### config.mk
export PLATFORM = sky130hd
export DESIGN_NAME = enc_inverse_decoder
export DESIGN_NICKNAME = d
export VERILOG_FILES = /design/src/rtl/enc_inverse_decoder.sv
export SDC_FILE = /design/constraint.sdc
export NUM_CORES = 1
export LEC_CHECK = 0
export BUFFER_PORTS_ARGS = -buffer_cell sky130_fd_sc_hd__buf_2
export CAP_MARGIN = 25
export CORE_MARGIN = 2
export CORE_UTILIZATION = 65
export DETAILED_ROUTE_END_ITERATION = 12
export PLACE_DENSITY = 0.86
export SYNTH_ARGS = -nofsm -noshare
export SYNTH_HDL_FRONTEND = slang
export SYNTH_SLANG_ARGS = --single-unit
### constraint.sdc
create_clock -name clk -period 4 [get_ports clk]
set_clock_uncertainty 0.15 [all_clocks]
set_input_delay 0 -clock clk [delete_from_list [all_inputs] [get_ports clk]]
set_output_delay 0 -clock clk [all_outputs]
set_load 0.01 [all_outputs]
### src/rtl/enc_inverse_decoder.sv
// rtl/enc_inverse_decoder.sv - exhaustive-scan inverse lookup of a small combinational encoder
module enc_inverse_decoder #(
    parameter int IN_W        = 4,
    parameter int OUT_W       = 3,
    parameter int FIRST_MATCH = 1
) (
    input  logic             clk,
    input  logic             rst_n,
    input  logic             start,
    output logic [IN_W-1:0]  enc_i,
    input  logic [OUT_W-1:0] enc_o,
    output logic             busy,
    output logic             done,
    input  logic             q_valid,
    input  logic [OUT_W-1:0] q_code,
    output logic             q_ready,
    output logic             r_valid,
    output logic             r_found,
    output logic [IN_W-1:0]  r_value,
    output logic [IN_W:0]    r_count,
    input  logic             r_ready
);

    localparam int DEPTH = 1 << OUT_W;
    localparam logic [IN_W-1:0] LAST_IN = '1;

    typedef enum logic [1:0] {IDLE, SCAN, SERVE} state_t;

    state_t state, state_nx;

    logic [IN_W:0]   cnt [DEPTH];
    logic [IN_W-1:0] val [DEPTH];

    logic restart;
    logic scan_end;
    logic accept;

    always_ff @(posedge clk) begin
        if (!rst_n) begin
            state <= IDLE;
        end else begin
            state <= state_nx;
        end
    end

    always_comb begin
        state_nx = state;
        restart  = 1'b0;
        scan_end = 1'b0;
        busy     = 1'b0;
        q_ready  = 1'b0;
        case (state)
            IDLE: begin
                if (start) begin
                    restart  = 1'b1;
                    state_nx = SCAN;
                end
            end
            SCAN: begin
                busy = 1'b1;
                if (enc_i == LAST_IN) begin
                    scan_end = 1'b1;
                    state_nx = SERVE;
                end
            end
            SERVE: begin
                // Refuse new queries in the cycle a rescan is requested.
                q_ready = !start && (!r_valid || r_ready);
                if (start) begin
                    restart  = 1'b1;
                    state_nx = SCAN;
                end
            end
            default: state_nx = IDLE;
        endcase
        accept = q_valid && q_ready;
    end

    always_ff @(posedge clk) begin
        if (!rst_n) begin
            enc_i   <= '0;
            done    <= 1'b0;
            r_valid <= 1'b0;
            r_found <= 1'b0;
            r_value <= '0;
            r_count <= '0;
            for (int i = 0; i < DEPTH; i++) begin
                cnt[i] <= '0;
                val[i] <= '0;
            end
        end else begin
            done <= scan_end;
            if (restart) begin
                enc_i   <= '0;
                r_valid <= 1'b0;
                for (int i = 0; i < DEPTH; i++) begin
                    cnt[i] <= '0;
                    val[i] <= '0;
                end
            end else if (state == SCAN) begin
                // enc_i wraps to 0 after the last code and holds there in SERVE.
                enc_i      <= enc_i + 1'b1;
                cnt[enc_o] <= cnt[enc_o] + 1'b1;
                if (cnt[enc_o] == '0 || FIRST_MATCH == 0) begin
                    val[enc_o] <= enc_i;
                end
            end else if (state == SERVE) begin
                if (accept) begin
                    r_valid <= 1'b1;
                    r_count <= cnt[q_code];
                    r_found <= (cnt[q_code] != '0);
                    r_value <= val[q_code];
                end else if (r_ready) begin
                    r_valid <= 1'b0;
                end
            end
        end
    end

endmodule

## Yosys cells after proc, flatten, opt, wreduce, memory -nomap -nowiden

Memories as Yosys holds them, arrays and structs flattened. A register that Yosys moved wholly into a read port is not among the register bits.
Index checks and enable logic that the tools add are counted.

- Memories kept: 2
- Bits of input ports: 11
- Flip-flop bits (word level): 14
- RAM bits: 72

Memories:

| name | words | width | rd ports | clocked after Yosys merged registers in | write ports | line | source |
|---|---|---|---|---|---|---|---|
| cnt | 8 | 5 | 2 | 0 | 8 | 31 | `logic [IN_W:0] cnt [DEPTH];` |
| val | 8 | 4 | 1 | 1 | 8 | 32 | `logic [IN_W-1:0] val [DEPTH];` |

- Reduce and logical (&&, ||, !) cells: 18
- Bitwise operators: 19
- Equality and inequality tests: 5
- Add/sub/neg operators: 2
- Mux-type cells: 44

Operator list:

| cell | count |
|---|---|
| $mux 5 | 9 |
| $mux 4 | 9 |
| $mux 1 | 21 |
| $or 1x1->1 | 16 |
| $mux 3 | 2 |
| $add 5x1->5 const B | 1 |
| $logic_not 5->1 | 1 |
| $reduce_bool 5->1 | 1 |
| $reduce_or 5->1 | 1 |
| $add 4x1->4 const B | 1 |
| $eq 4x4->1 const B | 1 |
| $mux 2 | 2 |
| $pmux 2 s2 | 1 |
| $reduce_and 2->1 | 2 |
| $reduce_and 4->1 | 1 |
| $reduce_or 2->1 | 2 |
| $reduce_or 4->1 | 1 |
| $logic_not 1->1 | 3 |
| $not 1->1 | 3 |
| $reduce_and 3->1 | 1 |
| $eq 2x1->1 const B | 1 |
| $eq 2x2->1 const B | 1 |
| $logic_and 1x1->1 | 2 |
| $logic_not 2->1 | 1 |
| 4 further kinds | 4 |

## Longest topological paths before layout

An unclocked memory read counts as a cell.

- Word-level depth: 9
- Mapped depth: 10
- Gate-level depth less buffers: 8

## Worst setup path before layout

Ideal clock, no wire load.

- Path kind: register to register
- From: memory cnt[6][0] in the netlist's numbering
- To: memory cnt[0][2] in the netlist's numbering (data pin)
- Path slack: 1.666 ns
- Setup time: 0.272 ns
- Stages on the path, launching flop included: 8
- Arrival: 1.912 ns
- Path buffers: 0
- Path through: edfxtp_1 -> mux2i_1 -> o211ai_1 -> a32oi_2 -> clkinv_1 -> ha_1 -> xnor2_1 -> nor2_1

RTL lines:

| item | line |
|---|---|
| from (decl) | 31 |

==> results.py <==
metrics = {
    "yosys": {
        "synth_top_area_share_pct": 48.0,
        "synthArstFlopShare_pct": 0,
        "yosys_warnings": 0,
        "syn_area_um2": 4500,
        "synth_cell_types": 45,
        "yosysTopAreaCell": "edfxtp_1",
        "ys_top_cells_by_count": "edfxtp_1 (72), nor2_1 (49), and3_1 (34), nand2_1 (27), mux2i_1 (25)",
        "synth.net_count": 380,
        "synth_top_flop_cell": "edfxtp_1",
        "synth_seq_cells": 90,
        "yosysMostFrequentCell": "edfxtp_1",
        "synthCells": 366,
        "ys_seq_area_share_pct": 56.0,
        "synthTopCellsByArea": "edfxtp_1 (48%), dfxtp_1 (8.0%), mux4_2 (7.0%), mux2i_1 (5.6%), and3_1 (4.7%)",
        "synth_edf_count": 72,
        "syn_avg_cell_area_um2": 12.3,
    },
    "sta": {
        "hold_viol_final": 0,
        "fmax_mhz": 356,
        "final.setup.tns_ns": 0,
        "slew_headroom_pct": 46.4,
        "period_minus_slack_ns": 2.81,
        "maxSlewViolCount": 0,
        "rsz0062_at_grt": "no",
        "fin_crit_sh_pct": 70.2,
        "worst_slew_pin_slew_ns": 0.804,
        "finalSetupViolCount": 0,
    },
    "routing": {
        "ant_nets": 0,
        "via_per_inst": 6.62,
        "initialDrtViolationCount": 332,
        "post_drt_wl_per_cell_um": 22.1,
        "drtPass1Iterations": 5,
        "drcViolationCount": 0,
        "finalWirelength_um": 10400,
        "num_vias": 3131,
    },
    "finish": {
        "final_core_util_pct": 71.9,
        "antenna_cells": 0,
        "area_growth_pct": 7.98,
        "drive_gt1_share_pct": 18.6,
        "nNetsFinal": 402,
    },
    "worst_setup_path": {
        "regToRegStartpoint": "cnt[3][0]$_SDFFCE_PN0P_",
        "required_ns": 3.94,
        "crit_start": "cnt[3][0]$_SDFFCE_PN0P_",
        "cp-end-kind": "flip-flop",
        "crit_arrival_ns": 2.75,
        "crit_path_start_kind": "flip-flop",
        "critPathMaxFanout": 9,
        "path_class": "reg -> reg",
    },
    "placement": {
        "port_buffers": 28,
        "dpl.hpwl_um": 7040,
        "place.gp.congestion": 0.961,
    },
    "power_and_ir_drop": {
        "p_leak_nw": 2.08,
        "combPwrFrac_pct": 11.6,
        "p_clk_share_pct": 31.4,
        "internal_power_mw": 1.42,
        "pwr-share-seq_pct": 57.1,
        "power.net_switching_uw": 473,
        "switching_share_pct": 25.0,
        "worst_ir_drop_vdd_mv": 0.195,
        "power.density_nw_per_um2": 390,
    },
    "floorplan": {
        "initial_utilization_pct": 66.6,
        "core-area_um2": 6760,
        "dieWidth_um": 87.2,
        "num_rows": 30,
        "die_h_um": 87.2,
        "boundaryPins": 29,
        "die_area_um2": 7610,
    },
    "job": {
        "cap_viol_max_count": 0,
    },
    "global_route": {
        "busiest_layer": "met2",
        "globalRouteTotalUtil_pct": 28.7,
        "globalRouteOverflowTotal": 0,
        "grt_pass1_vias": 2881,
        "grtUsageMet3_pct": 6.92,
        "gr-usage-met1_pct": 39.8,
        "antenna_found_initial": 0,
        "grt_start_max_net_pins": 41,
        "grt_first_pass_wirelength_um": 15700,
        "use_met2_pct": 45.2,
    },
    "clocking": {
        "cts-buffers-inserted": 9,
        "h-tree-depth": 3,
        "cts_num_sinks": 90,
        "post-cts-setup-buffers": 0,
        "cts_tree": "built",
        "cts.clk_slew.worst_paths_ns": 0.08,
        "clk_path_buf_depth": 2,
        "root_buffer": "clkbuf_8",
        "clkLatencyLatePin_ns": 0.36,
    },
    "hold_path": {
        "hold_start": "q_code[1]",
        "hold_path.class": "in -> reg",
    },
    "status": {
        "outcome": "complete, no violations",
    },
}
-- cell families after synthesis --
kind of cell             share of synthesized area, %
adder cells (fa/ha/maj)                         0.834
XOR/XNOR                                        0.973
multiplexers                                     14.8
AND/OR/NAND/NOR                                  15.8
AO/OA/AOI/OAI                                    8.09
buffers and inverters                            3.47
flip-flops                                       56.0
-- layout make-up --
type | instances | area, um2
tap | 80 | 100
clock inverter | 6 | 57.6
inverter | 6 | 22.5
sequential | 90 | 2520
multi-input combinational | 246 | 1820
timing repair buffer | 35 | 208
fill | 431 | 1900
clock buffer | 10 | 128
-- timing repair --
action	4_1_cts	5_1_grt
gates resized for setup	0	0
hold buffers	6	0
endpoints found under the hold margin	14	0
-- metrics by stage --
step	setup WS (ns)	instance area, um2	instances	power [mW]	hold slack (ns)
4_1_cts	1.23	4860	473	1.88	0.0270
6_report	1.19	4860	473	1.89	0.0452
2_1_floorplan	1.67	4500	366	1.25	-0.0117
5_1_grt	0.994	4860	473	1.95	0.0649
3_5_place_dp	1.11	4610	451	1.31	0.197
3_3_place_gp	1.30	4610	451	1.30	0.178
-- worst max-delay path, stage by stage, from the launching register on --
cell and delay (ns):
edfxtp_1 0.40, mux2i_1 0.19, nand2_1 0.09, a32oi_2 0.38, clkinv_1 0.34, ha_1 0.33
xnor2_1 0.58, nor2_1 0.09
-- cells in the final DEF (no fill, tap or decap), types with 2 or more instances in the layout --
master         netlist  routed
clkinv_2             0       3
mux2i_1             25      25
a22oi_1              4       4
clkbuf_8             0       9
xor2_1               2       2
dlygate4sd3_1        0       6
dfxtp_1             18      18
nor2b_1              3       3
buf_2                5      28
edfxtp_1            72      72
xnor2_1              3       3
nor3b_1              8       8
a21boi_0             5       5
inv_1                4       4
clkinv_1             1       2
a21o_1               8       8
o211ai_1             2       2
o21ai_0             11      11
mux4_2              14      14
nor2_1              49      49
nand3_1              2       2
ha_1                 3       3
and3_1              34      34
nand2_1             27      27
and2_1               3       3
o22ai_1              3       3
a31oi_1              4       4
o211a_1              4       4
nand2b_1             4       4
a21oi_1              6       6
mux2_2               9       9
nand4_1              2       2
-- state kept, by name, indices dropped and copies added, names as in the netlist --
register / flops
state: 2
val: 32
cnt: 40
r_value: 4
r_valid: 1
enc_i: 4
r_found: 1
r_count: 5
done: 1
-- layer usage --
| metal | part of all wire [%] | wire (um) | vias up |
|---|---|---|---|
| li1 | - | - | 1410 |
| met1 | 40 | 4200 | 1511 |
| met2 | 48 | 4990 | 183 |
| met3 | 9.8 | 1020 | 27 |
| met4 | 2.2 | 228 | 0 |
| met5 | 0 | 0 | - |
-- power by group through the flow --
| stage | Combinational [mW] | Clock [mW] | Sequential [mW] |
|---|---|---|---|
| 3_3_place_gp | 0.202 | 0 | 1.10 |
| 2_1_floorplan | 0.158 | 0 | 1.09 |
| 3_5_place_dp | 0.208 | 0 | 1.10 |
| 6_report | 0.219 | 0.594 | 1.08 |
| 4_1_cts | 0.215 | 0.590 | 1.08 |
| 5_1_grt | 0.234 | 0.627 | 1.09 |
-- path summary, 6_finish.rpt --
check,end,slack [ns],cells past startpoint
setup / recovery,cnt[1][2]$_SDFFCE_PN0P_,1.19,7
hold / removal,r_value[1]$_SDFFE_PN0P_,0.05,3
setup reg to reg,cnt[1][2]$_SDFFCE_PN0P_,1.19,7
hold reg to reg,r_count[2]$_SDFFE_PN0P_,0.35,1
Note: power is estimated with default switching activity, not from simulation.
